## config.mk

```make
export PLATFORM = sky130hd
export DESIGN_NAME = fc_stream_feeder
export DESIGN_NICKNAME = d
export VERILOG_FILES = /design/src/rtl/fc_stream_feeder.sv
export SDC_FILE = /design/constraint.sdc
export NUM_CORES = 1
export LEC_CHECK = 0
export CAP_MARGIN = 10
export CORE_ASPECT_RATIO = 2
export CORE_MARGIN = 10
export CORE_UTILIZATION = 48
export DETAILED_ROUTE_END_ITERATION = 8
export PLACE_DENSITY = 0.85
export SLEW_MARGIN = 20
export SYNTH_ARGS = -nofsm -noshare
export SYNTH_HDL_FRONTEND = slang
export SYNTH_SLANG_ARGS = --single-unit
```

## constraint.sdc

```tcl
create_clock -name clk -period 3.41 [get_ports clk]
set_clock_uncertainty 0.15 [all_clocks]
set_input_delay 0.8525 -clock clk [delete_from_list [all_inputs] [get_ports clk]]
set_output_delay 0.8525 -clock clk [all_outputs]
set_load 0.01 [all_outputs]
```

## src/rtl/fc_stream_feeder.sv

```systemverilog
// Sequencer feeding fully_connected_core: streams node/weight pairs per neuron,
// drains the core pipeline and writes quantized results. Saturation: FC_FEEDER_SAT_EN.
module fc_stream_feeder #(
  parameter int DATA_WIDTH    = 8,
  parameter int IN_CNT_WIDTH  = 10,
  parameter int OUT_CNT_WIDTH = 8,
  parameter int ADDR_WIDTH    = 16,
  parameter int SHIFT         = 0
) (
  input  logic                      clk,
  input  logic                      reset_n,
  input  logic                      i_start,
  input  logic [IN_CNT_WIDTH-1:0]   i_num_in,
  input  logic [OUT_CNT_WIDTH-1:0]  i_num_out,
  output logic                      o_idle,
  output logic                      o_done,
  output logic                      o_node_ce,
  output logic [ADDR_WIDTH-1:0]     o_node_addr,
  input  logic [DATA_WIDTH-1:0]     i_node_rdata,
  output logic                      o_wegt_ce,
  output logic [ADDR_WIDTH-1:0]     o_wegt_addr,
  input  logic [DATA_WIDTH-1:0]     i_wegt_rdata,
  output logic                      o_core_run,
  output logic                      o_core_valid,
  output logic [DATA_WIDTH-1:0]     o_core_node,
  output logic [DATA_WIDTH-1:0]     o_core_wegt,
  input  logic                      i_core_valid,
  input  logic [4*DATA_WIDTH-1:0]   i_core_result,
  output logic                      o_res_we,
  output logic [OUT_CNT_WIDTH-1:0]  o_res_addr,
  output logic [DATA_WIDTH-1:0]     o_res_data
);

  localparam int RW = 4 * DATA_WIDTH;

  typedef enum logic [2:0] {
    IDLE, RUN, FEED, DRAIN, WRITE, DONE
  } state_t;

  state_t state, state_nx;

  logic [IN_CNT_WIDTH-1:0]  n_q;
  logic [IN_CNT_WIDTH-1:0]  in_idx;
  logic [IN_CNT_WIDTH-1:0]  ret_cnt;
  logic [OUT_CNT_WIDTH-1:0] m_q;
  logic [OUT_CNT_WIDTH-1:0] out_idx;
  logic [ADDR_WIDTH-1:0]    wptr;
  logic [RW-1:0]            cap;
  logic                     vld_q;
  logic                     last_in;
  logic                     last_ret;
  logic                     last_out;
  logic                     ret_cnt_en;
  logic [DATA_WIDTH-1:0]    quant;

  assign last_in  = (in_idx == n_q - IN_CNT_WIDTH'(1));
  assign last_ret = i_core_valid &&
                    (ret_cnt + IN_CNT_WIDTH'(1) == n_q);
  assign last_out = ({1'b0, out_idx} + (OUT_CNT_WIDTH+1)'(1))
                    == {1'b0, m_q};
  assign ret_cnt_en = i_core_valid &&
                      (state != IDLE) && (state != RUN);

  always_ff @(posedge clk or negedge reset_n) begin
    if (!reset_n) state <= IDLE;
    else          state <= state_nx;
  end

  always_comb begin
    state_nx = state;
    unique case (state)
      IDLE: begin
        if (i_start)
          state_nx = (i_num_out == '0) ? DONE : RUN;
      end
      RUN:   state_nx = (n_q == '0) ? WRITE : FEED;
      FEED:  if (last_in) state_nx = DRAIN;
      DRAIN: if (last_ret) state_nx = WRITE;
      WRITE: state_nx = last_out ? DONE : RUN;
      DONE:  state_nx = IDLE;
      default: state_nx = IDLE;
    endcase
  end

  always_ff @(posedge clk or negedge reset_n) begin
    if (!reset_n) begin
      n_q     <= '0;
      m_q     <= '0;
      in_idx  <= '0;
      ret_cnt <= '0;
      out_idx <= '0;
      wptr    <= '0;
      cap     <= '0;
      vld_q   <= 1'b0;
    end else begin
      vld_q <= (state == FEED);
      if (state == IDLE && i_start) begin
        n_q     <= i_num_in;
        m_q     <= i_num_out;
        out_idx <= '0;
        wptr    <= '0;
      end
      if (state == RUN) begin
        in_idx  <= '0;
        ret_cnt <= '0;
        cap     <= '0;
      end else if (ret_cnt_en) begin
        ret_cnt <= ret_cnt + IN_CNT_WIDTH'(1);
      end
      if (state == FEED) begin
        in_idx <= in_idx + IN_CNT_WIDTH'(1);
        wptr   <= wptr + ADDR_WIDTH'(1);
      end
      if (state == DRAIN && last_ret)
        cap <= i_core_result;
      if (state == WRITE)
        out_idx <= out_idx + OUT_CNT_WIDTH'(1);
    end
  end

`ifdef FC_FEEDER_SAT_EN
  logic [RW-1:0] shifted;
  assign shifted = cap >> SHIFT;
  assign quant = (|shifted[RW-1:DATA_WIDTH]) ? '1
               : shifted[DATA_WIDTH-1:0];
`else
  assign quant = DATA_WIDTH'(cap >> SHIFT);
`endif

  assign o_idle       = (state == IDLE);
  assign o_done       = (state == DONE);
  assign o_node_ce    = (state == FEED);
  assign o_wegt_ce    = (state == FEED);
  assign o_node_addr  = o_node_ce ? ADDR_WIDTH'(in_idx) : '0;
  assign o_wegt_addr  = o_wegt_ce ? wptr : '0;
  assign o_core_run   = (state == RUN);
  assign o_core_valid = vld_q;
  // Operands are gated so idle cycles present zeros, not stale read data.
  assign o_core_node  = vld_q ? i_node_rdata : '0;
  assign o_core_wegt  = vld_q ? i_wegt_rdata : '0;
  assign o_res_we     = (state == WRITE);
  assign o_res_addr   = o_res_we ? out_idx : '0;
  assign o_res_data   = o_res_we ? quant : '0;

endmodule

```

==> run metrics, run 1 <==
Final Cycle Share=0.973; RSZ-0062 raised after global routing=false; Synth async-reset ratio=1.00; Reg clk slew, reported paths=0.06 ns; routed vias=between 4,000 and 5,000; setup tns final=0 ns; Synth Instances=around 570; Fin. Hold Viols=0; post-layout instance area=roughly 6300 sq um; Hold Path Class=in -> async; worst skew pair latency=~0.34 ns; Final Wtd Congestion=0.894; ant diodes=0; Clk network pwr share=0.269; crit path max fanout=23; Port Buffers=110; Switch Pwr=0.00166 W; Fmax=301 MHz; Crit. End Element=output pin; row cnt=51; Max VDD drop=545 uV; die area=14,400 sq um; placed cells=783; final setup margin=0.0928 ns; mapped cell area=4690 sq um; 1st-pass router iterations=5; Setup violations, final=0; WP data arrival=2.31 ns; Cell Area, Placed=5880 sq um; WL per Instance=17.4 microns; worst slew pin tran=1.02 ns; multiplexer share of the synthesized area=0.0344; Post-DRT Antenna Nets=0; vias in the first global route=4,599; Adder-Cell Fraction of Synth Area=0.0134; fillers=around 790; # clock sinks=74; worst relative slew slack=0.318; Comb power frac=0.407; layout cells sized above 1=0.0701; H-tree levels=3; DR iter-0 viols=~320; Leakage=roughly 2.7 nW; Final Non-Filler Cells=802; vias per cell=5.65; Synth-to-Final Area Change=34.3%; Setup WS pre-CTS=0.309 ns; Pwr Density=690 nW/um^2; syn avg cell area=8.28 sq um; Synth Area in Simple Gates=0.303; Yosys reg bits=74; largest net degree at the start of global routing=64; Top-Level Pins=141; Synth Area in Compound Gates=0.137; drt drc=0; Synth Area in XOR/XNOR=0.0673; sw frac=0.382; Die H=160 microns; number of synthesized flops with an enable pin=0; CTS buffer count=9; Initial Utilization=0.486; synth unique cells=56; sequential share of power=0.324; Worst EP required=2.41 ns; Nets=740; Total GRT Usage=0.188; Root Buffer=clkbuf_16; outcome=complete, no violations; Max-Cap Viols=0; R2R depth=8; startpoint types=flip-flop; CTS tree=done; largest family of logic cells by synthesized area=simple AND/OR/NAND/NOR gates; Synth warnings=0; dpl hpwl=between 10,000 and 15,000 microns; initial antenna violation count=0; crit path kind=reg -> out; Routed WL=14,000 microns; P_int=roughly 0.0027 W; ys flop type=dfrtp_1; maximum clock insertion buffer count=2; Design Power=0.00434 W; area of the core=9640 sq um; Die W=roughly 90 microns; fin. max-slew vios=0; GRT overflow=0; Storage cell area=1850 sq um; sequential cell area fraction in the yosys report=0.395; first-pass GRT wire length=22,600 microns; area of the multi-input gates=2630 sq um; min Tclk post-route=3.32 ns
## kinds of logic (layout without fill, tap and decap cells)
family          Yosys count  count (layout)
flops                    74              74
other cells               1               6
compound gates          105             105
simple gates            280             280
buf+inv                  50             149
xor+xnor                 36              36
fa+ha+maj                 5               5
mux                      15              15
## cells in the final DEF, fill, tap and decap left out, drive strengths merged, types with 2 or more instances in the layout
master / count
mux2: 9
nor2: 32
a21o: 2
a21oi: 4
nor4: 2
nand2: 102
clkinv: 2
o31ai: 8
a31oi: 12
xor2: 11
or4: 3
nand2b: 2
or3: 6
nand3: 19
mux2i: 6
inv: 9
xnor2: 25
clkdlybuf4s50: 109
dfrtp: 74
o41ai: 6
nor3b: 3
nor3: 12
clkbuf: 10
and2: 60
buf: 13
a22o: 2
conb: 6
o21ai: 59
ha: 5
nand4: 8
clkinvlp: 2
and3: 15
o211ai: 2
nor2b: 10
bufinv: 4
## stage by stage
stage                util  hold WS [ns]
floorplan               -         0.287
finish              0.653         0.248
global placement    0.610         0.324
CTS                 0.648         0.252
detailed placement  0.610         0.333
global route        0.653         0.255
## registers in the layout, summed over array words and instances, names as in the netlist
signal        count
cap               8
in_idx           10
m_q               8
n_q              10
o_core_valid      1
out_idx           8
ret_cnt          10
state             3
wptr             16
## layout make-up
type / count / area share
multi-input combinational: 447 / 0.418
sequential: 74 / 0.294
timing repair buffer: 123 / 0.197
clock buffer: 9 / 0.0358
tap: 132 / 0.0262
clock inverter: 7 / 0.0225
inverter: 10 / 0.00656
## power groups by stage
| stage | Combinational, W | Sequential [W] | Clock [W] |
|---|---|---|---|
| after floorplan | 0.00122 | 0.00125 | 0 |
| after global placement | 0.00162 | 0.00139 | 0 |
| after detailed placement | 0.00168 | 0.00141 | 0 |
| after CTS | 0.00170 | 0.00140 | 0.00117 |
| after global routing | 0.00195 | 0.00145 | 0.00121 |
| final | 0.00177 | 0.00141 | 0.00117 |
## final timing paths
kind                                  from        endpoint  slack [ns]
worst max-delay path              state[2]  o_node_addr[2]        0.09
worst min-delay path               reset_n          cap[7]        0.25
worst max register to register  ret_cnt[0]          cap[2]        0.51
worst min register to register    wptr[15]        wptr[15]        0.34
max in group asynchronous          reset_n       in_idx[4]        2.22
min in group clk                  wptr[15]        wptr[15]        0.34
## what timing repair did
| item | 4_1_cts | 5_1_grt |
|---|---|---|
| cloned | 0 | 1 |
| setup buffers | 0 | 2 |
| hold buffers | 0 | 0 |
| gates resized for setup | 1 | 2 |
| endpoints found under the setup margin | 26 | 29 |
## critical path, stage by stage, from the launching register on
cell and delay [ns]:
dfrtp_1 0.41, nand2b_1 0.18, or2_4 0.33, clkinvlp_4 0.17, clkbuf_16 0.21, and2_1 0.13, clkdlybuf4s50_1 0.54
## layer usage
metal | track usage | part of all wire
met1 | 0.178 | 0.36
met4 | 0.0961 | 0.034
met2 | 0.354 | 0.54
met5 | 0 | 0
met3 | 0.0531 | 0.062
## cells in the mapped netlist, types with 3 or more instances
cell type / number / area share
ha_1: 5 / 0.013
xor2_1: 11 / 0.021
nand3_1: 18 / 0.019
o21ai_0: 58 / 0.062
nand2_1: 102 / 0.082
mux2_2: 9 / 0.022
nor2b_1: 10 / 0.013
or4_1: 3 / 0.0048
inv_1: 9 / 0.0072
or3_1: 6 / 0.0080
clkbuf_1: 23 / 0.018
a21oi_1: 4 / 0.0043
buf_4: 8 / 0.013
a31oi_1: 12 / 0.016
o41ai_1: 6 / 0.011
mux2i_1: 6 / 0.013
nor3b_1: 3 / 0.0048
nand4_1: 7 / 0.0093
and2_1: 59 / 0.079
buf_2: 6 / 0.0064
nor3_1: 12 / 0.013
xnor2_1: 25 / 0.047
nor2_1: 32 / 0.026
o31ai_1: 8 / 0.013
and3_1: 13 / 0.017
dfrtp_1: 74 / 0.40
No activity file was read; power rests on OpenSTA's default activity.
==> run 2: changes to the inputs <==
- CORE_MARGIN: 10 -> unset
- CORE_UTILIZATION: 48 -> 40
- PLACE_DENSITY: 0.85 -> 0.74
==> run 2 against run 1 <==
- sequential share of layout area grew 0.46 points
- highest routed layer unchanged
- utilization shrank 11 points
- non-clock buffer count fell by 3
==> run metrics, run 2 (synthesis gave the netlist of run 1 again) <==
outcome=complete, no violations; Pwr Density=662 nW/um^2 (-4.0%); CP startpoint=state[2]; ant diodes=0 (unchanged); Max-Cap Viols=0 (unchanged); CP most frequent cell=inv_1; row cnt=55 (+7.8%); 1st-pass router iterations=5 (unchanged); setup tns final=0 ns (unchanged); R2R depth=8 (unchanged); Die W=78.5 microns (-13%); Nets=737 (-0.41%); commonest cells after routing, fill and taps aside=clkdlybuf4s50_1, nand2_1, dfrtp_1; post-layout util=0.546 (-0.107); vias in the first global route=4,494 (-2.3%); hold_buf cts=0 (unchanged); commonest non-fill, non-tap cell in the layout=clkdlybuf4s50_1; Initial Utilization=0.413 (-0.0736); Top reg by flops=wptr; maximum clock insertion buffer count=2 (unchanged); layout cells sized above 1=0.0645 (-0.00568); Reg clk slew, reported paths=0.06 ns (about the same); min Tclk post-route=3.31 ns (-0.0105 ns); # clock sinks=74 (unchanged); Synth-to-Final Area Change=32.3%; Fmax=302 MHz (+0.32%); worst slew pin tran=1.06 ns (+0.0476 ns); H-tree levels=3 (unchanged); Total GRT Usage=0.222 (+0.0340); placed cells=793 (+1.3%); worst-path cell chain=inv_1 -> or3_1 -> inv_1 -> buf_4 -> and2_1 -> clkdlybuf4s50_1; Slowest-stage cell, CP=clkdlybuf4s50_1; Top-Level Pins=141 (unchanged); Port Buffers=110 (unchanged); Final Wtd Congestion=0.858 (-4.0%); Reg2Reg Launch Point=ret_cnt[0]; Routed WL=13,000 microns (-7.0%); Final Cycle Share=0.970 (-0.00307); fin. max-slew vios=0 (unchanged); Leakage=2.65 nW (-1.7%); R2R Path End=cap[6]; Fin. Hold Viols=0 (unchanged); Final Non-Filler Cells=809 (+0.87%); CTS buffer count=9 (unchanged); Max VDD drop=369 uV (-32%); DR iter-0 viols=366 (+16%); biggest cell delay along the critical path=0.55 ns (about the same); Hold Path Class=reg -> reg; drt drc=0 (unchanged); CTS tree=done; HP Start=wptr[15]; Crit. End Element=output pin; routed vias=4,453 (-1.7%); first-pass GRT wire length=21,200 microns (-6.4%); Setup violations, final=0 (unchanged); r2r setup slk=0.45 ns (-0.06 ns); die area=12,200 sq um (-15%); GRT overflow=0 (unchanged); post-layout instance area=6200 sq um (-1.5%); dpl hpwl=9550 microns (-7.4%); Min-Delay Path Depth=1; largest net degree at the start of global routing=75 (+17%); RSZ-0062 raised after global routing=false; Cell Area, Placed=5880 sq um (about the same); vias per cell=5.50 (-2.6%); CP top delay family=buffers and inverters; Post-DRT Antenna Nets=0 (unchanged); Die H=155 microns (-2.9%); crit path max fanout=23 (unchanged); startpoint types=flip-flop; Buf+Inv Stages, Crit Path=4 (+1); Hold EP=wptr[15]; setup repair bufs after CTS=0 (unchanged); initial antenna violation count=0 (unchanged); worst skew pair latency=0.34 ns (about the same); worst relative slew slack=0.287 (-0.0319); WL per Instance=16.0 microns (-7.8%); WP data arrival=2.30 ns (about the same); number of flip-flops in the largest register=16 (unchanged); Root Buffer=clkbuf_16; crit path kind=reg -> out; Worst EP required=2.41 ns (about the same); area of the core=11,400 sq um (+18%)
run 2: cell count changes in the layout (fill, tap and decap cells not counted), sizes merged:
cell	delta
clkinv	+1
clkinvlp	-1
clkbuf	+1
buf	-2
bufinv	-2
run 2: layout make-up:
| cell class | count | area [sq um] |
|---|---|---|
| inverters | 10 | 37.5 |
| clock buffers | 11 | 243 |
| well taps | 142 | 178 |
| multi-input cells | 447 | 2630 |
| repair buffers | 120 | 1190 |
| clock inverters | 5 | 77.6 |
| fillers | 1060 | 5150 |
| flip-flops and latches | 74 | 1850 |
run 2: routing by layer:
layer / share of wire / vias to the layer above / track usage
li1: - / 2125 / -
met1: 0.37 / 2170 / 0.234
met3: 0.032 / 37 / 0.0252
met5: 0 / - / 0
met4: 0.036 / 0 / 0.120
met2: 0.56 / 121 / 0.417
run 2: worst max-delay path by stage:
stage | end | slack (ns) | depth (start not counted)
floorplan | o_wegt_addr[10] | 0.77 | 6
global placement | cap[6] | 0.42 | 7
detailed placement | cap[6] | 0.40 | 7
CTS | o_res_data[0] | 0.04 | 6
global route | o_res_data[4] | 0.002 | 6
finish | o_res_data[0] | 0.10 | 6
run 2: power breakdown:
part / switching (W) / total [W] / internal, W / leakage (nW)
clock: 0.000360 / 0.00102 / 0.000658 / 0.156
sequential: 0.000326 / 0.00140 / 0.00108 / 0.989
combinational: 0.000903 / 0.00168 / 0.000780 / 1.51
total: 0.00159 / 0.00411 / 0.00252 / 2.65
run 2: through the flow:
step / hold WS, ns / setup slack (ns) / total power (W)
floorplan: 0.287 / 0.771 / 0.00247
global placement: 0.317 / 0.421 / 0.00302
detailed placement: 0.333 / 0.405 / 0.00309
CTS: 0.345 / 0.0379 / 0.00412
global route: 0.361 / 0.00168 / 0.00437
finish: 0.334 / 0.103 / 0.00411
run 2: worst reg2reg max path, stage by stage, from the launching register on:
cell and delay, ns:
dfrtp_1 0.45, ha_1 0.34, nand3_2 0.15, or3_1 0.40, a2111o_1 0.44, a221oi_2 0.18, buf_4 0.19, nand4_4 0.20
mux2_2 0.34
run 2: what timing repair did:
item,4_1_cts,5_1_grt
endpoints found under the hold margin,0,0
endpoints found under the setup margin,0,16
resized for setup,0,1
==> run 3: changes to the inputs <==
- PLACE_DENSITY: 0.74 -> 0.71
==> run 3 against run 2 <==
- final cell count down 0.25%
- global-route usage down 0.17 points
- setup slack better by 0.023 ns
- die area unchanged
- maximum frequency up 0.69%
- sequential cell count unchanged
- register-to-register slack better by 0.06 ns
- sequential power about the same
- highest routed layer unchanged
==> run metrics, run 3 (synthesis gave the netlist of run 1 again) <==
# clock sinks=74 (unchanged); H-tree levels=3 (unchanged); CTS buffer count=9 (unchanged); Port Buffers=110 (unchanged); worst hold slack=0.321 ns (-0.0136 ns); R2R Path End=cap[4]; row cnt=55 (unchanged); Top reg by flops=wptr; area of the core=11,400 sq um (unchanged); Reg clk slew, reported paths=0.06 ns (about the same); Initial Utilization=0.413 (unchanged); startpoint types=flip-flop; Routed WL=12,800 microns (-1.2%); Top-Level Pins=141 (unchanged); Nets=737 (unchanged); number of flip-flops in the largest register=16 (unchanged); worst slew pin tran=0.973 ns (-0.0903 ns); die area=12,200 sq um (unchanged); maximum clock insertion buffer count=2 (unchanged); ant diodes=0 (unchanged); Setup violations, final=0 (unchanged); worst skew pair latency=0.34 ns (about the same); routed vias=4,397 (-1.3%); post-layout util=0.541 (-0.00507); initial antenna violation count=0 (unchanged); Fmax=304 MHz (+0.69%); setup tns final=0 ns (unchanged); crit path max fanout=22 (-4.3%); GRT overflow=0 (unchanged); drt drc=0 (unchanged); dpl hpwl=9430 microns (-1.2%); 1st-pass router iterations=5 (unchanged); HP Start=wptr[15]; Worst EP required=2.41 ns (about the same); commonest cells after routing, fill and taps aside=clkdlybuf4s50_1, nand2_1, dfrtp_1; worst relative slew slack=0.351 (+0.0649); Post-DRT Antenna Nets=0 (unchanged); Hold EP=wptr[15]; Final Cycle Share=0.963 (-0.00661); R2R depth=8 (unchanged); r2r setup slk=0.51 ns (+0.06 ns); CTS tree=done; outcome=complete, no violations; commonest non-fill, non-tap cell in the layout=clkdlybuf4s50_1; Die W=78.5 microns (unchanged); min Tclk post-route=3.28 ns (-0.0225 ns); DR iter-0 viols=241 (-34%); WP data arrival=2.28 ns (-0.02 ns); Min-Delay Path Depth=1 (unchanged); Die H=155 microns (unchanged); hold_buf cts=0 (unchanged); crit path kind=reg -> out; Max-Cap Viols=0 (unchanged); layout cells sized above 1=0.0632 (-0.00131); Root Buffer=clkbuf_16; Synth-to-Final Area Change=31.1%; WL per Instance=15.9 microns (-1.0%); Pwr Density=642 nW/um^2 (-3.1%); Max VDD drop=317 uV (-14%); fin. max-slew vios=0 (unchanged); fillers=1,084 (+2.3%); vias per cell=5.45 (-1.0%); Leakage=2.63 nW (-0.79%); RSZ-0062 raised after global routing=false; Crit. End Element=output pin; Fin. Hold Viols=0 (unchanged); Hold Path Class=reg -> reg; first-pass GRT wire length=20,900 microns (-1.0%); largest net degree at the start of global routing=75 (unchanged); Final Wtd Congestion=0.837 (-2.5%); Total GRT Usage=0.220 (-0.00172); vias in the first global route=4,315 (-4.0%); Reg2Reg Launch Point=ret_cnt[0]
[run 3: timing repair]
item                                    4_1_cts  5_1_grt
endpoints found under the setup margin        0       16
setup buffers                                 0        0
gates resized for setup                       0        2
[run 3: stage by stage]
step | power (W) | cells | instance area (sq um) | setup slack (ns)
after floorplan | 0.00247 | 571 | 4700 | 0.771
after global placement | 0.00303 | 793 | 5880 | 0.416
after detailed placement | 0.00309 | 793 | 5880 | 0.413
after CTS | 0.00396 | 807 | 6140 | 0.0385
after global routing | 0.00422 | 807 | 6140 | 0.00992
final | 0.00394 | 807 | 6140 | 0.126
[run 3: area by class of cell]
type                            count  area, sq um  area share
Sequential cell                    74         1850       0.302
Tap cell                          142          178      0.0289
Timing Repair Buffer              120         1190       0.194
Clock inverter                      4         20.0     0.00326
Multi-Input combinational cell    447         2630       0.427
Clock buffer                       10          239      0.0389
Inverter                           10         37.5     0.00611
[run 3: power breakdown]
part	leakage [nW]	switching (W)	total [W]	internal [W]
Combinational	1.51	0.000909	0.00169	0.000782
Sequential	0.989	0.000322	0.00140	0.00108
Clock	0.134	0.000353	0.000851	0.000498
Total	2.63	0.00158	0.00394	0.00236
[run 3: worst max-delay path by stage]
stage                      start         endpoint  slack [ns]  cells after the start
floorplan               state[2]  o_wegt_addr[10]        0.77                      6
global placement    i_core_valid           cap[3]        0.42                      7
detailed placement  i_core_valid           cap[3]        0.41                      7
CTS                     state[2]    o_res_data[4]        0.04                      6
global route            state[2]    o_res_data[0]        0.01                      6
finish                  state[2]    o_res_data[0]        0.13                      6
[run 3: worst max-delay path, stage by stage, from the launching register on]
cell and delay, ns:
dfrtp_2 0.41, inv_1 0.13, or3_1 0.42, inv_1 0.10
buf_6 0.18, and2_1 0.17, clkdlybuf4s50_1 0.54
[run 3: per-layer routing]
| metal | routed length (microns) | GRT usage | up-vias |
|---|---|---|---|
| li1 | - | - | 2123 |
| met1 | 4810 | 0.237 | 2118 |
| met2 | 7170 | 0.403 | 122 |
| met3 | 406 | 0.0393 | 34 |
| met4 | 425 | 0.109 | 0 |
| met5 | 0 | 0 | - |
